$ cat src/rtl/bp_be_dcache_ret_fmt.sv
// Load-return formatting stage: extracts the accessed lane from the raw dword,
// sign-extends or NaN-boxes it, and buffers results in a small in-order FIFO.
package bp_be_dcache_ret_fmt_pkg;

  typedef enum logic [0:0] {e_bp_default_cfg = 1'b0} bp_params_e;

  localparam int dcache_tag_width_gp = 3;

  typedef struct packed {
    logic                           byte_op;
    logic                           half_op;
    logic                           word_op;
    logic                           double_op;
    logic                           signed_op;
    logic                           float_op;
    logic                           ptw_op;
    logic                           ret_op;
    logic [4:0]                     rd_addr;
    logic [dcache_tag_width_gp-1:0] tag;
  } bp_be_dcache_decode_s;

  localparam int dcache_decode_width_lp = $bits(bp_be_dcache_decode_s);

  function automatic int dword_width_of(input bp_params_e cfg);
    case (cfg)
      e_bp_default_cfg: return 64;
      default:          return 64;
    endcase
  endfunction

endpackage

module bp_be_dcache_ret_fmt
  import bp_be_dcache_ret_fmt_pkg::*;
#(
  parameter bp_params_e bp_params_p = e_bp_default_cfg,
  parameter int         els_p       = 2
) (
  input  logic                              clk_i,
  input  logic                              reset_i,
  input  logic                              v_i,
  output logic                              ready_o,
  input  logic [dcache_decode_width_lp-1:0] decode_i,
  input  logic [2:0]                        offset_i,
  input  logic [dword_width_of(bp_params_p)-1:0] data_i,
  output logic                              v_o,
  input  logic                              yumi_i,
  output logic [dword_width_of(bp_params_p)-1:0] data_o,
  output logic [4:0]                        rd_addr_o,
  output logic [dcache_tag_width_gp-1:0]    tag_o,
  output logic                              float_o,
  output logic                              ptw_o
);

  localparam int dword_width_gp = dword_width_of(bp_params_p);
  localparam int ptr_w          = (els_p > 1) ? $clog2(els_p) : 1;
  localparam int cnt_w          = $clog2(els_p + 1);

  typedef logic [ptr_w-1:0] ptr_t;
  typedef logic [cnt_w-1:0] cnt_t;

  typedef struct packed {
    logic [dword_width_gp-1:0]      data;
    logic [4:0]                     rd_addr;
    logic [dcache_tag_width_gp-1:0] tag;
    logic                           float_op;
    logic                           ptw_op;
  } entry_s;

  bp_be_dcache_decode_s dec;
  assign dec = bp_be_dcache_decode_s'(decode_i);

  // Lane select uses only the offset bits at or above the access size.
  logic [7:0]  byte_lane;
  logic [15:0] half_lane;
  logic [31:0] word_lane;
  logic        sext;
  logic [dword_width_gp-1:0] fmt_data;

  assign byte_lane = data_i[{offset_i, 3'b000} +: 8];
  assign half_lane = data_i[{offset_i[2:1], 4'b0000} +: 16];
  assign word_lane = data_i[{offset_i[2], 5'b00000} +: 32];
  assign sext      = dec.signed_op & ~dec.float_op;

  always_comb begin
    fmt_data = data_i;
    if (!(dec.ptw_op || dec.double_op)) begin
      if (dec.word_op)
        fmt_data = dec.float_op ? {32'hFFFF_FFFF, word_lane}
                                : {{32{sext & word_lane[31]}}, word_lane};
      else if (dec.half_op)
        fmt_data = {{48{sext & half_lane[15]}}, half_lane};
      else if (dec.byte_op)
        fmt_data = {{56{sext & byte_lane[7]}}, byte_lane};
    end
  end

  // Handshake: input accepted when v_i & ready_o; head consumed when v_o & yumi_i.
  ptr_t   rptr, wptr;
  cnt_t   count;
  logic   enq, deq;
  entry_s mem [els_p];

  assign ready_o = (count != cnt_t'(els_p));
  assign v_o     = (count != '0);
  assign enq     = v_i & ready_o & dec.ret_op;
  assign deq     = yumi_i & v_o;

  always_ff @(posedge clk_i or posedge reset_i) begin
    if (reset_i) begin
      rptr  <= '0;
      wptr  <= '0;
      count <= '0;
    end else begin
      if (enq) wptr <= (wptr == ptr_t'(els_p - 1)) ? '0 : wptr + 1'b1;
      if (deq) rptr <= (rptr == ptr_t'(els_p - 1)) ? '0 : rptr + 1'b1;
      case ({enq, deq})
        2'b10:   count <= count + 1'b1;
        2'b01:   count <= count - 1'b1;
        default: count <= count;
      endcase
    end
  end

  // Payload storage needs no reset; it is only observed while v_o is high.
  always_ff @(posedge clk_i) begin
    if (enq) mem[wptr] <= '{data: fmt_data, rd_addr: dec.rd_addr, tag: dec.tag,
                            float_op: dec.float_op, ptw_op: dec.ptw_op};
  end

  assign data_o    = mem[rptr].data;
  assign rd_addr_o = mem[rptr].rd_addr;
  assign tag_o     = mem[rptr].tag;
  assign float_o   = mem[rptr].float_op;
  assign ptw_o     = mem[rptr].ptw_op;

endmodule

$ cat config.mk
export PLATFORM = sky130hd
export DESIGN_NAME = bp_be_dcache_ret_fmt
export DESIGN_NICKNAME = d
export VERILOG_FILES = /design/src/rtl/bp_be_dcache_ret_fmt.sv
export SDC_FILE = /design/constraint.sdc
export NUM_CORES = 1
export LEC_CHECK = 0
export CORE_AREA = 2 2 131 133
export CTS_CLUSTER_SIZE = 25
export DETAILED_ROUTE_END_ITERATION = 10
export DIE_AREA = 0 0 133 135
export PLACE_DENSITY_LB_ADDON = 0.15
export SLEW_MARGIN = 20
export SYNTH_ARGS = -nofsm -noshare
export SYNTH_HDL_FRONTEND = slang
export SYNTH_SLANG_ARGS = --single-unit
$ cat constraint.sdc
create_clock -name clk_i -period 7.1 [get_ports clk_i]
set_input_delay 1.065 -clock clk_i [delete_from_list [all_inputs] [get_ports clk_i]]
set_output_delay 1.065 -clock clk_i [all_outputs]
set_load 0.01 [all_outputs]
* Word level (Yosys, flattened, before mapping) *
Memories as Yosys holds them, arrays and structs flattened.
Index checks and enable logic that the tools add are counted.

cells by class
  add/sub/neg operators = 4
  equality and inequality tests = 3
  shift operators = 3
  muxes and demuxes = 10
  bitwise operators = 8
  reduce and logical (&&, ||, !) cells = 3

operators with widths
  operator             count
  $mux 64              5
  $shiftx 64x7->16     1
  $shiftx 64x7->32     1
  $shiftx 64x7->8      1
  $and 1x1->1          7
  $mux 1               4
  $pmux 2 s2           1
  $reduce_bool 2->1    2
  $add 1x1->1 const B  2
  $add 2x1->2 const B  1
  $eq 2x1->1 const B   1
  $eq 2x2->1 const B   1
  $ne 2x2->1 const B   1
  $sub 2x1->2 const B  1
  $logic_or 1x1->1     1
  $not 1->1            1

word-level totals
  register bits = 4
  bits in writable memories = 148
  logic and storage cells = 35
  memories kept = 1

memory list
  name  words  bits a word  read ports  clocked after Yosys merged registers in  wr ports  line  source
  mem   2      74           1           0                                        1         102   entry_s mem [els_p];

* Depth between registers and ports, before layout *
  word-level depth = 7
  gate-level depth with buffers = 8

* Worst setup path before layout *
OpenSTA, ideal clock, no wires.

  path type = input to register
  from = in v_i
  to = mem mem[0][0] in the netlist's numbering (enable)
  setup time = 507 ps
  data arrival time = 4323 ps
  data required time = 6593 ps
  path slack = 2270 ps
  stages on the path = 2
  cells stage by stage = nand3_1 > nor2_1

between the ends
  longest elaborated chain between the ends = 4

RTL lines
  what                          line  source
  from (decl)                   41    input logic v_i,
  $and 1x1->1 (2 in a row)      106   assign enq = v_i & ready_o & dec.ret_op;
  $mux 1                        127   if (enq) mem[wptr] <= '{data: fmt_data, rd_addr: dec.rd_addr, tag: dec.tag,
  $mux 1 (implied by the code)  127
  to (decl)                     102

No other way between the ends.

* Worst setup path after layout *
  from = in decode_i[14]
  to = mem mem[0][22] in the netlist's numbering, data pin

between the ends
  longest elaborated chain between the ends = 3

RTL lines
  what                    line  source
  from (decl)             43    input logic [dcache_decode_width_lp-1:0] decode_i,
  $mux 64                 91    else if (dec.half_op)
  $mux 64                 88    if (dec.word_op)
  $mux 64                 87    if (!(dec.ptw_op || dec.double_op)) begin
  named net fmt_data[12]  78    logic [dword_width_gp-1:0] fmt_data;

The timed path passes the listed nets, and every way through them passes these cells.

==> flow_summary_export.csv <==
group,metric,value,unit
floorplan,die_y,135,um
clock_tree,cts.path.max_buffers,2,
worst_setup_path,path_class,"input port to register",
worst_setup_path,arrival,3990,ps
worst_setup_path,r2r_end,"mem[0][57]",
yosys,synth_seq_area_share,55.9,%
yosys,syn-num-nets,703,
clock_tree,cts_buffers,17,
clock_tree,clkSinkCount,152,
yosys,synthTopCellsByArea,"edfxtp_1, mux2_2, mux4_2, a21o_1, a221o_1",
run_status,status,"complete, no violations",
power_and_ir_drop,net-switching-power,884,uW
floorplan,die_width,133,um
layout,drive_gt1_share,20.1,%
worst_setup_path,cp-end-kind,"register",
global_route,grt_pass1_wl,34700,um
yosys,synth_ff_type,"edfxtp_1",
yosys,syn_area,0.00813,mm2
yosys,synth_edf_count,148,
worst_setup_path,r2r_setup_slack,4900,ps
yosys,avgSynthCellArea,13.2,um2
worst_setup_path,cp-start-kind,"input port",
yosys,syn_inst,615,
timing,fin_crit_sh,53.8,%
clock_tree,cts_setup_buffers,0,
detailed_routing,viasPerCell,6.21,
timing,grt_setup_unrepaired,"no",
clock_tree,htreeDepth,4,
power_and_ir_drop,total_power,3050,uW
clock_tree,clk_pin_slew_worst_paths,60,ps
worst_setup_path,critical_path.max_fanout,20,
yosys,synth_top_area_share,54.7,%
floorplan,core,0.0164,mm2
detailed_routing,drc,0,
clock_tree,cts_hold_buf,0,
power_and_ir_drop,irDropWorstVdd,0.258,mV
timing,tightest_slew,1060,ps
worst_setup_path,crit_buf_inv,2,
power_and_ir_drop,leakage,0.00361,uW
placement,dp_hpwl,15100,um
timing,fmax,262,MHz
layout,area_growth,28.1,%
yosys,synth_largest_area_cell,"edfxtp_1",
timing,fin_crit,3820,ps
clock_tree,cts_tree,"yes",
flow_run,max_cap_viol_count,0,
placement,port_buffers,162,
worst_setup_path,r2r-start,"count[0]",
global_route,grt_usage,26.0,%
yosys,synth-seq-cells,152,
yosys,ys_async_sr_fraction,2.63,%
clock_tree,clk_latency,420,ps
detailed_routing,drt-initial-drc-count,775,
power_and_ir_drop,power_frac_seq,41.0,%
detailed_routing,post_drt_wl_per_cell,23.3,um
hold_path,min_path_type,"register to register",
worst_setup_path,critPathTopFamily,"buffers and inverters",
timing,setup_viol,0,
power_and_ir_drop,powerDensity,293,mW/mm2
timing,final_max_slew_viol_count,0,
floorplan,placementRows,47,
floorplan,die_area,0.0180,mm2
worst_setup_path,slowest_delay,880,ps
floorplan,pin_count,163,
timing,slew_headroom,29.4,%
clock_tree,post_cts_resized,0,
hold_path,holdPathStages,1,
power_and_ir_drop,pwr-share-comb,32.2,%
yosys,yosysWarningCount,0,
worst_setup_path,critPathSlowestCell,"clkdlybuf4s50_1",
timing,finClkSkew,8.30,ps
layout,layout.nets,841,
floorplan,initial_core_util,49.5,%
timing,final_hold_viol_count,0,
yosys,synth_cell_types,54,
power_and_ir_drop,p_sw_share,29.0,%
detailed_routing,ant_nets,0,
hold_path,min_to,"count[1]",
hold_path,hp-start,"count[1]",
power_and_ir_drop,power_frac_clock,26.8,%
worst_setup_path,worstRegToRegCells,4,
detailed_routing,wl,23000,um
power_and_ir_drop,power.internal,2160,uW
detailed_routing,vias,6127,
detailed_routing,firstDrtPassIters,6,
worst_setup_path,required,7270,ps
global_route,antenna_found_initial,0,
global_route,first_global_vias,5961,
layout,diodes,0,
placement,gp_congestion,0.902,
layout,final_cell_mix,"clkdlybuf4s50_1, edfxtp_1, mux2_2",
global_route,grt-ovfl-total,0,
timing,fin_tns_setup,0,ps
layout,final_common_cell,"clkdlybuf4s50_1",
global_route,grt_max_degree,94,
worst_setup_path,path_cells,"clkdlybuf4s50_1, inv_1, nand2_1, nor2_1, a22oi_1, o221a_2",
clock_tree,clock-root-buffer,"clkbuf_16",
layout make-up:
| type | instances | area, um2 |
|---|---|---|
| Sequential cell | 152 | 4550 |
| Clock buffer | 23 | 458 |
| Inverter | 19 | 71.3 |
| Multi-Input combinational cell | 392 | 3300 |
| Fill cell | 1237 | 6000 |
| Clock inverter | 9 | 68.8 |
| Tap cell | 220 | 275 |
| Timing Repair Buffer | 171 | 1690 |
through the flow:
step / util [%] / instance area (um2) / setup slack [ps] / cells / hold WS, ps
after CTS: 63.3 / 10400 / 2990 / 985 / 499
final: 63.4 / 10400 / 3280 / 986 / 498
after detailed placement: 60.1 / 9860 / 2560 / 953 / 487
after floorplan: - / 8130 / 2270 / 615 / 456
after global placement: 60.1 / 9860 / 2670 / 953 / 472
after global routing: 63.4 / 10400 / 3090 / 986 / 525
worst register-to-register path, stage by stage, from the launching register on:
cell and delay [ps]:
dfrtp_1 400, nand2b_1 140, nand3_1 240, nor2_4 450
buf_4 580
sequential cells by signal (all words and copies together) (netlist names):
signal / cells
mem: 148
count: 2
rptr: 1
wptr: 1
routing by layer:
layer / up-vias / track usage, % / wire [um]
met3: 42 / 7.85 / 2400
met5: - / 0 / 0
met2: 385 / 40.9 / 11000
met1: 2989 / 35.0 / 9210
met4: 0 / 7.71 / 429
li1: 2711 / - / -
cell usage after synthesis (7+ instances only):
cell,instances
a221o_1,20
a31oi_1,15
nand3_1,16
mux2_2,74
nand2_1,37
mux4_2,20
a21oi_1,24
o22ai_1,15
o21ai_0,23
inv_1,18
nor2_1,26
a21o_1,33
edfxtp_1,148
o221a_2,7
nand2b_1,9
clkbuf_1,31
buf_2,13
cells by family after synthesis:
| kind of cell | synth area share [%] |
|---|---|
| AOI/OAI and AO/OA | 15.5 |
| xor gates and xnor gates | 0.539 |
| adders and majority gates | 0.154 |
| buffers and inverters | 3.99 |
| DFF | 55.9 |
| muxes | 17.0 |
| and+or+nand+nor | 6.87 |
how the worst max path moves through the flow:
| stage | start | end | slack, ps | depth (start not counted) |
|---|---|---|---|---|
| 2_1_floorplan | v_i | mem[0][0] | 2270 | 2 |
| 3_3_place_gp | offset_i[0] | mem[0][29] | 2670 | 6 |
| 3_5_place_dp | offset_i[0] | mem[0][36] | 2560 | 6 |
| 4_1_cts | offset_i[0] | mem[1][40] | 2990 | 6 |
| 5_1_grt | offset_i[1] | mem[0][22] | 3090 | 7 |
| 6_report | decode_i[14] | mem[0][22] | 3280 | 6 |
power groups by stage:
stage	logic, uW	registers [uW]	clock network (uW)
after floorplan	575	1180	0
after global placement	966	1260	0
after detailed placement	976	1270	0
after CTS	983	1250	830
after global routing	1040	1270	868
final	981	1250	817
Power figures use the tool's default switching activity.
